[src/rtl/result_chunk_tx.sv]
// result_chunk_tx: snapshots a wide result vector and streams it to the
// host in CHUNK_W-bit chunks, one per rising edge of the host request.
// Optional even parity on oDATA: define RESULT_TX_PARITY_EN.
module result_chunk_tx #(
  parameter int DATA_W  = 810,
  parameter int CHUNK_W = 30,
  parameter int IDX_W   = 5
) (
  input  logic               iCLK,
  input  logic               iRESET,
  input  logic               iSTART,
  input  logic [DATA_W-1:0]  iRESULT,
  input  logic               iREQ,
  input  logic               iFINISH,
  output logic [CHUNK_W-1:0] oDATA,
  output logic [IDX_W-1:0]   oIDX,
  output logic               oVALID,
  output logic               oLAST,
  output logic               oBUSY,
  output logic               oDONE,
  output logic               oPARITY
);

  localparam int NUM_CHUNKS = (DATA_W + CHUNK_W - 1) / CHUNK_W;
  localparam int PAD_W      = NUM_CHUNKS * CHUNK_W;
  localparam logic [IDX_W-1:0] LAST_IDX = IDX_W'(NUM_CHUNKS - 1);

  typedef enum logic [1:0] {
    IDLE,
    WAIT,
    SEND
  } state_t;

  state_t               state_q;
  logic [DATA_W-1:0]    shadow_q;
  logic [IDX_W-1:0]     idx_q;
  logic                 armed_q;
  logic [CHUNK_W-1:0]   data_q;
  logic [IDX_W-1:0]     oidx_q;
  logic                 valid_q;
  logic                 last_q;
  logic                 busy_q;
  logic                 done_q;

  logic [PAD_W-1:0]                   padded;
  logic [NUM_CHUNKS-1:0][CHUNK_W-1:0] chunks;
  logic [CHUNK_W-1:0]                 chunk_sel;
  logic                               req_c;
  logic                               load_c;
  logic                               abort_c;
  logic                               release_c;

  // Zero-extend the snapshot so the last chunk reads padding as 0.
  always_comb begin
    padded                = '0;
    padded[DATA_W-1:0]    = shadow_q;
  end

  assign chunks    = padded;
  assign chunk_sel = chunks[idx_q];

  assign req_c     = iREQ & armed_q;
  assign abort_c   = (state_q != IDLE) & iFINISH;
  assign load_c    = (state_q == WAIT) & ~iFINISH & req_c;
  assign release_c = (state_q == SEND) & ~iFINISH & ~iREQ;

  // Transfer FSM with all outputs registered.
  always_ff @(posedge iCLK) begin
    if (iRESET) begin
      state_q  <= IDLE;
      shadow_q <= '0;
      idx_q    <= '0;
      armed_q  <= 1'b0;
      data_q   <= '0;
      oidx_q   <= '0;
      valid_q  <= 1'b0;
      last_q   <= 1'b0;
      busy_q   <= 1'b0;
      done_q   <= 1'b0;
    end else begin
      done_q <= 1'b0;
      if (!iREQ) armed_q <= 1'b1;
      unique case (state_q)
        IDLE: begin
          if (iSTART && !iFINISH) begin
            shadow_q <= iRESULT;
            idx_q    <= '0;
            armed_q  <= ~iREQ;
            busy_q   <= 1'b1;
            state_q  <= WAIT;
          end
        end
        WAIT: begin
          if (abort_c) begin
            idx_q   <= '0;
            busy_q  <= 1'b0;
            state_q <= IDLE;
          end else if (load_c) begin
            data_q  <= chunk_sel;
            oidx_q  <= idx_q;
            valid_q <= 1'b1;
            last_q  <= (idx_q == LAST_IDX);
            armed_q <= 1'b0;
            state_q <= SEND;
          end
        end
        SEND: begin
          if (abort_c) begin
            idx_q   <= '0;
            valid_q <= 1'b0;
            last_q  <= 1'b0;
            busy_q  <= 1'b0;
            state_q <= IDLE;
          end else if (release_c) begin
            valid_q <= 1'b0;
            last_q  <= 1'b0;
            if (last_q) begin
              idx_q   <= '0;
              done_q  <= 1'b1;
              busy_q  <= 1'b0;
              state_q <= IDLE;
            end else begin
              idx_q   <= idx_q + 1'b1;
              state_q <= WAIT;
            end
          end
        end
        default: state_q <= IDLE;
      endcase
    end
  end

  assign oDATA  = data_q;
  assign oIDX   = oidx_q;
  assign oVALID = valid_q;
  assign oLAST  = last_q;
  assign oBUSY  = busy_q;
  assign oDONE  = done_q;

`ifdef RESULT_TX_PARITY_EN
  logic par_q;

  // Parity travels with oDATA and drops whenever oVALID drops.
  always_ff @(posedge iCLK) begin
    if (iRESET) begin
      par_q <= 1'b0;
    end else if (abort_c || release_c) begin
      par_q <= 1'b0;
    end else if (load_c) begin
      par_q <= ^chunk_sel;
    end
  end

  assign oPARITY = par_q;
`else
  assign oPARITY = 1'b0;
`endif

endmodule

[config.mk]
export PLATFORM = sky130hd
export DESIGN_NAME = result_chunk_tx
export DESIGN_NICKNAME = d
export VERILOG_FILES = /design/src/rtl/result_chunk_tx.sv
export SDC_FILE = /design/constraint.sdc
export NUM_CORES = 2
export LEC_CHECK = 0
export ABC_AREA = 1
export BUFFER_PORTS_ARGS = -buffer_cell sky130_fd_sc_hd__buf_2
export CAP_MARGIN = 40
export CORE_AREA = 2 2 335 337
export CTS_BUF_LIST = sky130_fd_sc_hd__clkbuf_2 sky130_fd_sc_hd__clkbuf_4 sky130_fd_sc_hd__clkbuf_8
export CTS_CLUSTER_DIAMETER = 100
export DETAILED_ROUTE_END_ITERATION = 7
export DIE_AREA = 0 0 337 339
export HOLD_SLACK_MARGIN = 0.06
export SYNTH_ARGS = -nofsm -noshare
export SYNTH_HDL_FRONTEND = slang
export SYNTH_SLANG_ARGS = --single-unit
[constraint.sdc]
create_clock -name iCLK -period 1.82 [get_ports iCLK]
set_input_delay 0.091 -clock iCLK [delete_from_list [all_inputs] [get_ports iCLK]]
set_output_delay 0.091 -clock iCLK [all_outputs]
set_load 0.02 [all_outputs]
==> run metrics, run 1 <==
result of the run=did not finish; failing step=global routing (5_1_grt); Log Error=[ERROR GRT-0116] Global routing finished with congestion. Check the congestion regions in the DRC Viewer.; synthesized instance count=5652; H-tree levels=4; share of flip-flops with an asynchronous set or reset after synthesis=0%; total gr overflow=5; xor and xnor fraction of the mapped netlist area=0%; combinational family with the most area after synthesis=compound AO/OA/AOI/OAI gates; number of enable-type register cells in the synthesized netlist=0; Inserted Clock Buffers=151; vias in the first global route=53551; count of synthesis-stage warnings from yosys=0; unique cell type count in the Yosys netlist=25; post-DP HPWL=132000 µm; Area after DPL=0.0467 mm²; sinks on the clock net=857; first-pass GRT wire length=343000 µm; share of synthesized cell area in full adder, half adder and majority cells=0.195%; Total Routing Usage GR=40.8%; Mapped Nets=6473; fraction of the yosys area taken by sequential cells=44.6%; Die X-Extent=337 µm; Compound-Gate Fraction of Synth Area=22.4%; Port Buf Inserts=853; Die Y-Extent=339 µm; mean instance size in the synthesized netlist=6.80 µm²; number of register bits inferred by synthesis=857; Initial Utilization=34.8%; Site Rows=122; count of pins on the block boundary=855; Post-Synth Simple-Gate Area=18.8%; Mapped Area=0.0384 mm²; maximum number of pins on one net before global-route repair=107; predominant post-synthesis flop cell=sky130_fd_sc_hd__dfxtp_1; maximum clock insertion buffer count=3; Routability Congestion=0.950; multiplexer share of the synthesized area=0%; root buf cell=sky130_fd_sc_hd__clkbuf_8
-- synthesized netlist by cell type (2+ instances only) --
cell type,instances,share of area (%)
sky130_fd_sc_hd__o22ai_1,30,0.49
sky130_fd_sc_hd__buf_1,19,0.19
sky130_fd_sc_hd__nand3_1,554,7.2
sky130_fd_sc_hd__a21oi_1,823,11
sky130_fd_sc_hd__inv_2,5,0.049
sky130_fd_sc_hd__nor3_1,5,0.065
sky130_fd_sc_hd__ha_1,6,0.20
sky130_fd_sc_hd__clkbuf_1,229,2.2
sky130_fd_sc_hd__clkinv_1,18,0.18
sky130_fd_sc_hd__nor2_1,40,0.39
sky130_fd_sc_hd__buf_4,10,0.20
sky130_fd_sc_hd__inv_1,893,8.7
sky130_fd_sc_hd__nand2_1,1096,11
sky130_fd_sc_hd__nand3b_1,19,0.37
sky130_fd_sc_hd__nand4_1,2,0.033
sky130_fd_sc_hd__o21ai_0,857,11
sky130_fd_sc_hd__dfxtp_1,857,45
sky130_fd_sc_hd__buf_2,182,2.4
-- per-layer routing --
metal	GRT overflow	GRT usage [%]
met4	5	28.0
met2	0	58.7
met5	0	2.89
met3	0	20.0
met1	0	47.1
-- through the flow --
stage / utilization (%) / TNS [ps] / hold slack (ps) / worst slack (ps) / cells
floorplan: - / 0 / 160 / 178 / 5652
global placement: 42.3 / -11150 / 370 / -591 / 7900
detailed placement: 42.3 / -10960 / 375 / -593 / 7900
CTS: 58.7 / -6740 / 60.1 / -211 / 9477
-- logic make-up after synthesis --
| family | count (synthesis) |
|---|---|
| other | 1 |
| adder cells (fa/ha/maj) | 6 |
| AO/OA/AOI/OAI | 1712 |
| flip-flops | 857 |
| buffers and inverters | 1358 |
| AND/OR/NAND/NOR | 1718 |
-- what timing repair did --
action,in CTS
resized for setup,354
gates cloned,20
endpoints found under the setup margin,67
hold buffers,1269
endpoints found under the hold margin,857
pin swaps,38
setup buffers,30
==> run 2: changes to the inputs <==
Settings changed: CORE_AREA 2 2 335 337 to 2 2 332 334, CTS_BUF_LIST sky130_fd_sc_hd__clkbuf_2 sky130_fd_sc_hd__clkbuf_4 sky130_fd_sc_hd__clkbuf_8 to unset, CTS_CLUSTER_DIAMETER 100 to unset, DIE_AREA 0 0 337 339 to 0 0 334 336, HOLD_SLACK_MARGIN 0.06 to unset, PLACE_DENSITY_LB_ADDON set to 0.15.
==> run metrics, run 2 <==
result of the run=finished with violations; failing checks=setup timing; Via density=5.09; Site Rows=121; Final Setup Violations=32; post-DP HPWL=134000 µm; predominant post-synthesis flop cell=sky130_fd_sc_hd__dfxtp_1; count of pins on the block boundary=855; maximum capacitance violations=0; maximum number of pins on one net before global-route repair=89; Routability Congestion=0.904; Area Overhead vs Synth=59.1%; Commonest cells post-synth=sky130_fd_sc_hd__nand2_1 (1096), sky130_fd_sc_hd__inv_1 (893), sky130_fd_sc_hd__dfxtp_1 (857), sky130_fd_sc_hd__o21ai_0 (857), sky130_fd_sc_hd__a21oi_1 (823); first-pass GRT wire length=270000 µm; most common cell in the synthesized netlist=sky130_fd_sc_hd__nand2_1; required time of the worst setup path=2420 ps; vias in the first global route=43097; sinks on the clock net=857; Min Clock Period, post-route=1990 ps; Largest register FFs=810; synthesized instance count=5652; worst min-delay path category=input pin to register; Post-Route Skew=40.1 ps; detailed-router iteration count before antenna repair=6; Initial Utilization=35.5%; Max Fclk=503 MHz; number of enable-type register cells in the synthesized netlist=0; PD cells=1350 mW/mm²; CP Max Fanout=5; most common cell after layout, fill and taps aside=sky130_fd_sc_hd__nand2_1; Placed Cells incl. Taps=7849; Die Y-Extent=336 µm; final cell area excluding filler cells=0.0612 mm²; critical path launch point type=register; critical path start-end classification=register to register; Worst Setup EP=oDATA[13]; worst flop-to-flop path startpoint=idx_q[0]; clock latency reported for the late side of the worst-skew pair=700 ps; final hold violation count=0; maximum clock insertion buffer count=3; Inserted Clock Buffers=99; setup ws final=-169 ps; proportion of netlist area held by the largest area contributor=44.6%; sum of internal, switching and leakage power=82.3 mW; root buf cell=sky130_fd_sc_hd__clkbuf_16; Mapped Area=0.0384 mm²; Total Routing Usage GR=32.0%; setup slack at placement=-394 ps; final max-slew violation count=0; mean instance size in the synthesized netlist=6.80 µm²; leakage dissipation=27.6 nW; Core Region=0.108 mm²; remaining antenna violation count=0; Max VDD drop=0.000702 V; routed wire length=192000 µm; unique cell type count in the Yosys netlist=25; Port Buf Inserts=853; largest cells by area after synthesis=sky130_fd_sc_hd__dfxtp_1 (45%), sky130_fd_sc_hd__o21ai_0 (11%), sky130_fd_sc_hd__a21oi_1 (11%); number of cells in the finished layout apart from fillers=8918; most frequent cells in the layout=sky130_fd_sc_hd__nand2_1 (1025), sky130_fd_sc_hd__inv_1 (885), sky130_fd_sc_hd__buf_2 (853); critical path endpoint category=register; share of flip-flops with an asynchronous set or reset after synthesis=0%; violation count after the first detailed-route iteration=3504; average detailed-routed wire length per instance=21.6 µm; final routed DRC violation total=0; count of synthesis-stage warnings from yosys=0; layout cell share with drive strength beyond 1=22.9%; period utilization=109%; Setup crit start=idx_q[0]; Die Outline Area=0.112 mm²; initial antenna violation count=31; worst flop-to-flop path endpoint=oDATA[13]; Register-to-Register Path Depth=13; Area after DPL=0.0468 mm²; top cell type by total area after synthesis=sky130_fd_sc_hd__dfxtp_1; Die X-Extent=334 µm; H-tree levels=3; unrepaired setup endpoints after global routing=true; number of register bits inferred by synthesis=857; Mapped Nets=6473; clock tree from TritonCTS=done; fraction of the yosys area taken by sequential cells=44.6%; total gr overflow=0; Arr. time, crit path=2590 ps; clock edge transition at the registers on the reported setup and hold paths=70 ps; vias after detailed routing=45377; number of nets in the finished design=8228; slack of the worst reg-to-reg path=-170 ps
==> run 2: cells by family after synthesis <==
| kind of cell | count (synthesis) | share of synthesized area, % |
|---|---|---|
| other cells | 1 | 0.00975 |
| flops | 857 | 44.6 |
| compound gates | 1712 | 22.4 |
| buf+inv | 1358 | 14.0 |
| simple gates | 1718 | 18.8 |
| fa+ha+maj | 6 | 0.195 |
==> run 2: worst max-delay path, stage by stage (launching register included) <==
cell and delay [ps]:
sky130_fd_sc_hd__dfxtp_4 460, sky130_fd_sc_hd__buf_12 180, sky130_fd_sc_hd__nor2_4 70, sky130_fd_sc_hd__buf_8 140, sky130_fd_sc_hd__buf_12 130, sky130_fd_sc_hd__buf_16 130
sky130_fd_sc_hd__nand2_2 40, sky130_fd_sc_hd__nand3b_1 210, sky130_fd_sc_hd__nand3_4 210, sky130_fd_sc_hd__nand2_1 70, sky130_fd_sc_hd__nand2_1 70, sky130_fd_sc_hd__nand3_1 80
sky130_fd_sc_hd__nand2_1 60, sky130_fd_sc_hd__inv_1 30
==> run 2: worst min-delay path by stage <==
| stage | startpoint | end | slack, ps | cells after the start |
|---|---|---|---|---|
| finish | iRESULT[466] | chunks[466] | 200 | 4 |
| global route | iRESULT[426] | chunks[426] | 200 | 4 |
| CTS | iRESULT[399] | chunks[399] | 160 | 4 |
| detailed placement | iRESULT[522] | chunks[522] | 370 | 3 |
| global placement | iRESULT[441] | chunks[441] | 370 | 3 |
| floorplan | iRESET | idx_q[4] | 160 | 1 |
==> run 2: per-layer routing <==
| layer | track usage, % | up-vias | wire, µm |
|---|---|---|---|
| met4 | 16.4 | 20 | 11000 |
| met3 | 6.25 | 531 | 14700 |
| met1 | 41.5 | 21117 | 81000 |
| met5 | 0 | - | 123 |
| met2 | 50.6 | 2019 | 85600 |
| li1 | - | 21690 | - |
==> run 2: final cells by class <==
class	instances	area (µm²)
Tap cell	1414	1770
Inverter	916	3490
Timing Repair inverter	1	11.3
Fill cell	9988	47200
Clock inverter	35	465
Clock buffer	143	2920
Multi-Input combinational cell	3437	17300
Antenna cell	20	50.0
Sequential cell	857	17200
Timing Repair Buffer	2095	18000
==> run 2: timing repair <==
| action | CTS | global route |
|---|---|---|
| buffers inserted | 16 | 17 |
| cloned | 8 | 21 |
| hold buffers | 814 | 0 |
| endpoints found under the setup margin | 215 | 305 |
| endpoints found under the hold margin | 820 | 0 |
| gates resized for setup | 215 | 224 |
| pin swaps | 19 | 23 |
==> run 2: stage by stage <==
step | utilization (%) | TNS, ps | hold WS, ps
CTS | 55.0 | -1860 | 161
detailed placement | 43.2 | -10090 | 373
global placement | 43.2 | -9740 | 366
global route | 56.4 | -5310 | 203
finish | 56.4 | -3200 | 198
floorplan | - | 0 | 160
==> run 2: power breakdown <==
group          internal, mW  leakage (nW)  switching [mW]  total (mW)
registers              22.0          7.03            1.06        23.0
clock network          12.4          1.67            8.55        21.0
logic                  15.6          18.9            22.7        38.3
Note: power is estimated with default switching activity, not from simulation.
